File: src/rtl/mips_pkg.sv
`default_nettype none
// +----------------------------------------------------------------------------+
// | Module   : mips_pkg                                                        |
// | Desc     : Shared opcode constants, hazard FSM encoding, decode record.    |
// | Revision : 1.0                                                             |
// +----------------------------------------------------------------------------+
package mips_pkg;

    localparam logic [5:0] OPC_R    = 6'b000000;
    localparam logic [5:0] OPC_LW   = 6'b100011;
    localparam logic [5:0] OPC_SW   = 6'b101011;
    localparam logic [5:0] OPC_BEQ  = 6'b000100;
    localparam logic [5:0] OPC_ADDI = 6'b001000;
    localparam logic [5:0] OPC_SLTI = 6'b001010;
    localparam logic [5:0] OPC_ANDI = 6'b001100;
    localparam logic [5:0] OPC_ORI  = 6'b001101;
    localparam logic [5:0] OPC_J    = 6'b000010;

    localparam int         ST_W        = 2;
    localparam logic [1:0] ST_RUN      = 2'd0;
    localparam logic [1:0] ST_LD_STALL = 2'd1;
    localparam logic [1:0] ST_BR_FLUSH = 2'd2;

    typedef struct packed {
        logic [4:0] dst;
        logic       wr;
        logic       is_load;
        logic       is_jump;
        logic       use_rs;
        logic       use_rt;
        logic [4:0] src_rs;
        logic [4:0] src_rt;
    } dec_t;

endpackage
`default_nettype wire

File: src/rtl/pipe_hazard_ctrl_if.sv
`default_nettype none
// +----------------------------------------------------------------------------+
// | Module   : pipe_hazard_ctrl_if                                             |
// | Desc     : ID-stage view and stall/flush controls of the hazard unit.      |
// | Revision : 1.0                                                             |
// +----------------------------------------------------------------------------+
interface pipe_hazard_ctrl_if #(
    parameter int CNT_W = 16
);
    logic             id_valid;
    logic [5:0]       id_opc;
    logic [4:0]       id_rs;
    logic [4:0]       id_rt;
    logic [4:0]       id_rd;
    logic             br_taken;
    logic             pc_write;
    logic             ifid_write;
    logic             ifid_flush;
    logic             ctrl_bubble;
    logic             exmem_flush;
    logic [CNT_W-1:0] stall_cnt;
    logic [CNT_W-1:0] flush_cnt;

    // Pipeline datapath side
    modport master (
        output id_valid, id_opc, id_rs, id_rt, id_rd, br_taken,
        input  pc_write, ifid_write, ifid_flush, ctrl_bubble, exmem_flush,
        input  stall_cnt, flush_cnt
    );

    // Hazard controller side
    modport slave (
        input  id_valid, id_opc, id_rs, id_rt, id_rd, br_taken,
        output pc_write, ifid_write, ifid_flush, ctrl_bubble, exmem_flush,
        output stall_cnt, flush_cnt
    );
endinterface
`default_nettype wire

File: src/rtl/hz_decode.sv
`default_nettype none
// +----------------------------------------------------------------------------+
// | Module   : hz_decode                                                       |
// | Desc     : Combinational ID decode: destination, sources, load/jump flags. |
// | Revision : 1.0                                                             |
// +----------------------------------------------------------------------------+
module hz_decode
    import mips_pkg::*;
(
    input  wire logic [5:0] opc,
    input  wire logic [4:0] rs,
    input  wire logic [4:0] rt,
    input  wire logic [4:0] rd,
    output dec_t            dec
);

    always_comb begin
        dec        = '0;
        dec.src_rs = rs;
        dec.src_rt = rt;
        case (opc)
            OPC_R: begin
                dec.dst    = rd;
                dec.use_rt = 1'b1;
            end
            OPC_LW: begin
                dec.dst     = rt;
                dec.is_load = 1'b1;
            end
            OPC_SW, OPC_BEQ:                      dec.use_rt  = 1'b1;
            OPC_ADDI, OPC_SLTI, OPC_ANDI, OPC_ORI: dec.dst     = rt;
            OPC_J:                                dec.is_jump = 1'b1;
            default: ;
        endcase
        dec.use_rs = !dec.is_jump;
        // $0 is hard-wired, so writing it never creates a dependency
        dec.wr     = (dec.dst != 5'd0);
    end

endmodule
`default_nettype wire

File: src/rtl/pipe_hazard_ctrl.sv
`default_nettype none
// +----------------------------------------------------------------------------+
// | Module   : pipe_hazard_ctrl                                                |
// | Desc     : Load-use stall, jump and taken-branch flush control.            |
// |            Macro HAZARD_STATS_EN enables saturating stall/flush counters.  |
// | Revision : 1.0                                                             |
// +----------------------------------------------------------------------------+
module pipe_hazard_ctrl
    import mips_pkg::*;
#(
    parameter int CNT_W = 16
) (
    input  wire logic         clk,
    input  wire logic         rst_n,
    pipe_hazard_ctrl_if.slave hz
);

    dec_t            w_dec;
    logic [ST_W-1:0] r_state;
    logic [ST_W-1:0] w_next;
    logic [4:0]      r_ex_dst;
    logic            r_ex_load;
    logic            r_ex_wr;
    logic            w_load_use;
    logic            w_jump;
    logic            w_pc_write;
    logic            w_ifid_write;
    logic            w_ifid_flush;
    logic            w_ctrl_bubble;
    logic            w_exmem_flush;
    logic            w_stall_ev;
    logic            w_flush_ev;
    logic            w_id_live;

    hz_decode u_hz_decode (
        .opc (hz.id_opc),
        .rs  (hz.id_rs),
        .rt  (hz.id_rt),
        .rd  (hz.id_rd),
        .dec (w_dec)
    );

    assign w_load_use = hz.id_valid && r_ex_load && r_ex_wr && (r_ex_dst != 5'd0) &&
                        ((w_dec.use_rs && (w_dec.src_rs == r_ex_dst)) ||
                         (w_dec.use_rt && (w_dec.src_rt == r_ex_dst)));
    assign w_jump     = hz.id_valid && w_dec.is_jump;
    // The slot behind a taken branch is being flushed and must not enter EX
    assign w_id_live  = hz.id_valid && (r_state != ST_BR_FLUSH);

    always_ff @(posedge clk or negedge rst_n) begin
        if (!rst_n) r_state <= ST_RUN;
        else        r_state <= w_next;
    end

    always_comb begin
        w_next = ST_RUN;
        case (r_state)
            ST_RUN: begin
                if (hz.br_taken)     w_next = ST_BR_FLUSH;
                else if (w_load_use) w_next = ST_LD_STALL;
            end
            ST_LD_STALL, ST_BR_FLUSH: begin
                if (hz.br_taken) w_next = ST_BR_FLUSH;
            end
            default: w_next = ST_RUN;
        endcase
    end

    always_comb begin
        w_pc_write    = 1'b1;
        w_ifid_write  = 1'b1;
        w_ifid_flush  = 1'b0;
        w_ctrl_bubble = 1'b0;
        w_exmem_flush = 1'b0;
        w_stall_ev    = 1'b0;
        w_flush_ev    = 1'b0;
        if (!rst_n) begin
            w_stall_ev = 1'b0;
        end else if (hz.br_taken) begin
            w_ifid_flush  = 1'b1;
            w_ctrl_bubble = 1'b1;
            w_exmem_flush = 1'b1;
            w_flush_ev    = 1'b1;
        end else if (r_state == ST_RUN) begin
            if (w_load_use) begin
                w_pc_write    = 1'b0;
                w_ifid_write  = 1'b0;
                w_ctrl_bubble = 1'b1;
                w_stall_ev    = 1'b1;
            end else if (w_jump) begin
                w_ifid_flush = 1'b1;
                w_flush_ev   = 1'b1;
            end
        end
    end

    assign hz.pc_write    = w_pc_write;
    assign hz.ifid_write  = w_ifid_write;
    assign hz.ifid_flush  = w_ifid_flush;
    assign hz.ctrl_bubble = w_ctrl_bubble;
    assign hz.exmem_flush = w_exmem_flush;

    // EX-stage shadow of the instruction that just left ID
    always_ff @(posedge clk or negedge rst_n) begin
        if (!rst_n) begin
            r_ex_dst  <= 5'd0;
            r_ex_load <= 1'b0;
            r_ex_wr   <= 1'b0;
        end else if (w_ctrl_bubble || w_ifid_flush || !w_id_live) begin
            r_ex_dst  <= 5'd0;
            r_ex_load <= 1'b0;
            r_ex_wr   <= 1'b0;
        end else begin
            r_ex_dst  <= w_dec.dst;
            r_ex_load <= w_dec.is_load;
            r_ex_wr   <= w_dec.wr;
        end
    end

`ifdef HAZARD_STATS_EN
    localparam logic [CNT_W-1:0] c_one = CNT_W'(1);

    logic [CNT_W-1:0] r_stall_cnt;
    logic [CNT_W-1:0] r_flush_cnt;

    always_ff @(posedge clk or negedge rst_n) begin
        if (!rst_n) begin
            r_stall_cnt <= '0;
            r_flush_cnt <= '0;
        end else begin
            if (w_stall_ev && (r_stall_cnt != '1)) r_stall_cnt <= r_stall_cnt + c_one;
            if (w_flush_ev && (r_flush_cnt != '1)) r_flush_cnt <= r_flush_cnt + c_one;
        end
    end

    assign hz.stall_cnt = r_stall_cnt;
    assign hz.flush_cnt = r_flush_cnt;
`else
    assign hz.stall_cnt = {CNT_W{1'b0}};
    assign hz.flush_cnt = {CNT_W{1'b0}};
`endif

endmodule
`default_nettype wire
File: src/flat_wrapper.sv
// flat-port wrapper written by rule: the top's interface ports become plain ports
module pipe_hazard_ctrl_flat import mips_pkg::*;
#(
    parameter int CNT_W = 16
)
  (clk, rst_n, hz_id_valid, hz_id_opc, hz_id_rs, hz_id_rt, hz_id_rd, hz_br_taken, hz_pc_write, hz_ifid_write, hz_ifid_flush, hz_ctrl_bubble, hz_exmem_flush, hz_stall_cnt, hz_flush_cnt);
  pipe_hazard_ctrl_if #(.CNT_W(CNT_W)) hz_i ();
  input  wire logic clk;
  input  wire logic rst_n;
  input wire logic [$bits(hz_i.id_valid)-1:0] hz_id_valid;
  input wire logic [$bits(hz_i.id_opc)-1:0] hz_id_opc;
  input wire logic [$bits(hz_i.id_rs)-1:0] hz_id_rs;
  input wire logic [$bits(hz_i.id_rt)-1:0] hz_id_rt;
  input wire logic [$bits(hz_i.id_rd)-1:0] hz_id_rd;
  input wire logic [$bits(hz_i.br_taken)-1:0] hz_br_taken;
  output wire logic [$bits(hz_i.pc_write)-1:0] hz_pc_write;
  output wire logic [$bits(hz_i.ifid_write)-1:0] hz_ifid_write;
  output wire logic [$bits(hz_i.ifid_flush)-1:0] hz_ifid_flush;
  output wire logic [$bits(hz_i.ctrl_bubble)-1:0] hz_ctrl_bubble;
  output wire logic [$bits(hz_i.exmem_flush)-1:0] hz_exmem_flush;
  output wire logic [$bits(hz_i.stall_cnt)-1:0] hz_stall_cnt;
  output wire logic [$bits(hz_i.flush_cnt)-1:0] hz_flush_cnt;
  assign hz_i.id_valid = hz_id_valid;
  assign hz_i.id_opc = hz_id_opc;
  assign hz_i.id_rs = hz_id_rs;
  assign hz_i.id_rt = hz_id_rt;
  assign hz_i.id_rd = hz_id_rd;
  assign hz_i.br_taken = hz_br_taken;
  assign hz_pc_write = hz_i.pc_write;
  assign hz_ifid_write = hz_i.ifid_write;
  assign hz_ifid_flush = hz_i.ifid_flush;
  assign hz_ctrl_bubble = hz_i.ctrl_bubble;
  assign hz_exmem_flush = hz_i.exmem_flush;
  assign hz_stall_cnt = hz_i.stall_cnt;
  assign hz_flush_cnt = hz_i.flush_cnt;
  pipe_hazard_ctrl #(.CNT_W(CNT_W)) u_core (.clk(clk), .rst_n(rst_n), .hz(hz_i));
endmodule
File: config.mk
export PLATFORM = sky130hd
export DESIGN_NAME = pipe_hazard_ctrl_flat
export DESIGN_NICKNAME = d
export VERILOG_FILES = /design/src/rtl/mips_pkg.sv /design/src/rtl/pipe_hazard_ctrl_if.sv /design/src/rtl/hz_decode.sv /design/src/rtl/pipe_hazard_ctrl.sv /design/src/flat_wrapper.sv
export SDC_FILE = /design/constraint.sdc
export NUM_CORES = 1
export LEC_CHECK = 0
export CORE_MARGIN = 10
export CORE_UTILIZATION = 44
export CTS_BUF_LIST = sky130_fd_sc_hd__clkbuf_8 sky130_fd_sc_hd__clkbuf_16
export CTS_CLUSTER_DIAMETER = 120
export DETAILED_ROUTE_END_ITERATION = 7
export DONT_BUFFER_PORTS = 1
export PLACE_DENSITY = 0.64
export SYNTH_ARGS = -nofsm -noshare
export SYNTH_HDL_FRONTEND = slang
export SYNTH_HIERARCHICAL = 1
export SYNTH_SLANG_ARGS = --single-unit
File: constraint.sdc
create_clock -name clk -period 2.1 [get_ports clk]
set_clock_uncertainty 0.2 [all_clocks]
set_input_delay 0.315 -clock clk [delete_from_list [all_inputs] [get_ports clk]]
set_output_delay 0.315 -clock clk [all_outputs]
set_load 0.01 [all_outputs]
* Word-level counts from Yosys, hierarchy flattened *
Cells that the tools add are included.

storage, ports and cells
  flip-flop bits (word level) = 9
  input port bits = 25
  output and inout bits = 37
  word-level logic and storage cells = 63

operators by class
  equal/unequal tests = 13
  mux-type cells = 26
  reduce and logical (&&, ||, !) cells = 20

operators by type and width
  cell                                                 count
  equality test 6 x 4 -> 1 bit, second input constant  4
  2-to-1 mux 1 bit                                     21
  equality test 6 bit, second input constant           2
  equality test 5 bit                                  2
  one-hot mux 5 bit (2 select lines)                   1
  nonzero test 5 bit                                   2
  logical AND 1 bit                                    8
  equality test 6 x 2 -> 1 bit, second input constant  1
  equality test 6 x 3 -> 1 bit, second input constant  1
  logical NOT 6 bit                                    1
  2-to-1 mux 5 bit                                     1
  OR reduction 5 bit                                   1
  2-to-1 mux 2 bit                                     2
  one-hot mux 2 bit (2 select lines)                   1
  logical OR 1 bit                                     3
  OR reduction 3 bit                                   1
  equality test 2 x 1 -> 1 bit, second input constant  1
  equality test 2 bit, second input constant           1
  logical NOT 1 bit                                    2
  logical NOT 2 bit                                    1
  != test 2 bit, second input constant                 1
  OR reduction 2 bit                                   1

* Depth between registers and ports, before layout *
  depth after elaboration = 13
  gate-level depth with buffers = 7
  depth with buffers taken out = 7

* By module *
Netlist, hierarchy kept.

modules (own cells, without submodules)
  module            instances  cells each  area each (sq um)  seq. area each (sq um)
  pipe_hazard_ctrl  1          97          849.6              225.2
  hz_decode         1          35          270.3              0.0

* Worst setup path after synthesis *
OpenSTA, ideal clock, no wires.

  path kind = input -> output
  from = input hz_id_opc[0]
  to = output hz_pc_write
  arrival = 1.864 ns
  required time = 1.585 ns
  setup slack = -0.279 ns
  cell stages on the path = 7
  path buffers = 1
  path through = or4_1 > o21ai_0 > and2b_2 > nand2_1 > o22ai_1 > or4b_1 > buf_4

RTL lines
  what         RTL line            RTL
  from (decl)  flat_wrapper.sv:11  input wire logic [$bits(hz_i.id_opc)-1:0] hz_id_opc;
  to (decl)    flat_wrapper.sv:16  output wire logic [$bits(hz_i.pc_write)-1:0] hz_pc_write;

==> results.toml <==
[sta]
period_share = 1.09
finalCriticalPeriod_ns = 2.30
setup_tns_ns = -0.760
finalWorstSetupSlack_ns = -0.197
max_freq_mhz = 435
finalSetupViolCount = 4
slew_headroom = 0.622
rsz0062_at_grt = "yes"
drv_slew = 0
finalHoldViolations = 0
holdWs_ns = 0.0382
tightestPinTransition_ns = 0.567

[cells_and_area]
multi_input_area_sq_um = 743
antenna_cells = 0
fill_cells = 237
drive_above_1_share = 0.263
fin_util = 0.472
layout_common_cells = "conb_1, nand2_1, xnor2_1, a21oi_1, dfrtp_1"
seqCellArea_sq_um = 226
layout_commonest_cell = "conb_1"
fin_nets = 162
syn_to_final_growth_pct = 3.46
fin_cells = 163

[floorplan]
die_width_um = 70.5
boundaryPins = 62
die_h_um = 70.5
core_sq_um = 2450
rows = 18
floorplan.initialDensity = 0.456
dieArea_sq_um = 4960

[clock_network]
clock-root-buffer = "clkbuf_8"
clockBufferDepth = 2
clk_pin_slew_ns = 0.05
cts_tree = "done"
cts_buffers = 3
htree_levels = 1
cts.sinks = 9
clock_latency_ns = 0.23

[place]
hpwl_um = 2090
port_buffers = 0
dp_slack_ns = -0.227
dp.cells = 154
place_congestion = 0.776

[critical_path]
critPathKind = "in -> out"
crit_fanout = 5
cp.required_ns = 1.58
worstReg2RegEnd = "u_core/r_ex_dst[4]"
r2r-start = "u_core/r_ex_dst[4]"
startpoint = "hz_id_opc[0]"
r2r_slack_ns = 0.17
rr_worst_depth = 5
end_kind = "output pin"
worstPathArrival_ns = 1.78
critPathLaunchType = "input port"
endpoint = "hz_ifid_write"

[global_routing]
grt_max_degree = 10
antenna_found_initial = 0
overflow = 0
first_global_vias = 855
grt_usage = 0.0989
grt_pass1_wl_um = 4130

[outcome]
status = "finished with violations"
violations = "setup timing"

[routing]
dr_total_vias = 792
route.detailed.drc = 0
first_pass_iters = 4
wirelength_um = 2580
drtIter0Drc = 35
wl_per_cell_um = 15.8
drtAntennaViolNets = 0
via_per_inst = 4.86

[synthesis]
yosysWarnings = 6
synthTopCellsByArea = "buf_4, dfrtp_1, xnor2_1, a22o_1, a21oi_1"
synth_edf_count = 0
syn_inst = 132
ys_ff_latch = 9
async_flop_share = 1.00
yosys.area.top_type_share = 0.288
synth_cell_types = 34
synthesis.area_sq_um = 1120
yosysSeqAreaShare = 0.201
syn_avg_cell_area_sq_um = 8.48
post-synth-top-area-cell = "buf_4"
ys.flop_type = "dfrtp_1"

[power]
irDropWorstVdd_mv = 0.177
p_leak_nw = 0.515
p_per_area_nw_per_um2 = 410

[worst_hold_path]
hp-class = "in -> reg"

[job]
max-cap-violations = 0
==> critical path, stage by stage <==
cell and delay (ns):
or4_4 0.50, o21ai_1 0.08, and2b_2 0.17, nand2_4 0.06, o22ai_4 0.12, or4b_4 0.53
==> synth_stat cells, drive strengths merged (2+ instances only) <==
cell type  number
buf            44
nand2          12
xnor2          10
a21oi           9
dfrtp           9
a22o            6
nor2            6
inv             4
nor3            4
ha              3
or4             3
a21o            2
nand2b          2
nand4           2
o21ai           2
or3b            2
==> power by group <==
group          leakage, nW  internal [W]  switching, W
combinational        0.367     0.0000382     0.0000646
sequential           0.122      0.000177    0.00000253
clock               0.0255      0.000129     0.0000640
total                0.515      0.000344      0.000131
==> sequential cells by signal (all words and copies together) (netlist names) <==
signal and flops:
u_core/r_ex_wr 1, u_core/r_ex_dst 5, u_core/r_ex_load 1, u_core/r_state 2
==> kinds of logic (layout without fill, tap and decap cells) <==
group / after synthesis / count (layout) / share of synthesized area
compound gates: 23 / 23 / 0.161
xor+xnor: 10 / 10 / 0.0782
fa+ha+maj: 3 / 3 / 0.0335
buf+inv: 48 / 18 / 0.306
flops: 9 / 9 / 0.201
mux: 1 / 1 / 0.0101
other cells: 1 / 32 / 0.00335
simple gates: 37 / 37 / 0.207
==> area by class of cell <==
type | count | area share
clock buffers | 3 | 0.0356
well taps | 30 | 0.0324
flip-flops and latches | 9 | 0.195
clock inverters | 1 | 0.00432
repair buffers | 10 | 0.0756
multi-input cells | 106 | 0.641
inverters | 4 | 0.0151
==> worst min path at each step <==
| stage | start | end | cells after the start | slack, ns |
|---|---|---|---|---|
| 6_report | hz_id_opc[3] | u_core/r_ex_load | 3 | 0.04 |
| 5_1_grt | hz_br_taken | u_core/r_state[1] | 1 | 0.05 |
| 4_1_cts | hz_id_opc[3] | u_core/r_ex_load | 3 | 0.03 |
| 3_5_place_dp | rst_n | u_core/r_ex_dst[2] | 0 | -0.18 |
| 3_3_place_gp | rst_n | u_core/r_state[0] | 0 | -0.18 |
| 2_1_floorplan | rst_n | u_core/r_ex_dst[0] | 0 | -0.18 |
==> per-layer routing <==
layer	GRT usage	share of wire	vias to the layer above
li1	-	-	379
met5	0	0	-
met4	0.0482	0.0081	0
met1	0.121	0.41	373
met3	0.0184	0.065	2
met2	0.161	0.51	38
==> metrics by stage <==
step	power, W	area, sq um
2_1_floorplan	0.000313	1250
3_3_place_gp	0.000262	991
3_5_place_dp	0.000263	991
4_1_cts	0.000473	1100
5_1_grt	0.000506	1160
6_report	0.000475	1160
==> timing repair <==
| item | in CTS | in global routing |
|---|---|---|
| setup endpoints to repair | 4 | 4 |
| pin swaps | 4 | 13 |
| hold buffers | 2 | 0 |
| endpoints found under the hold margin | 10 | 0 |
| gates resized for setup | 9 | 9 |
| setup buffers | 1 | 2 |
No activity file was read; power rests on OpenSTA's default activity.
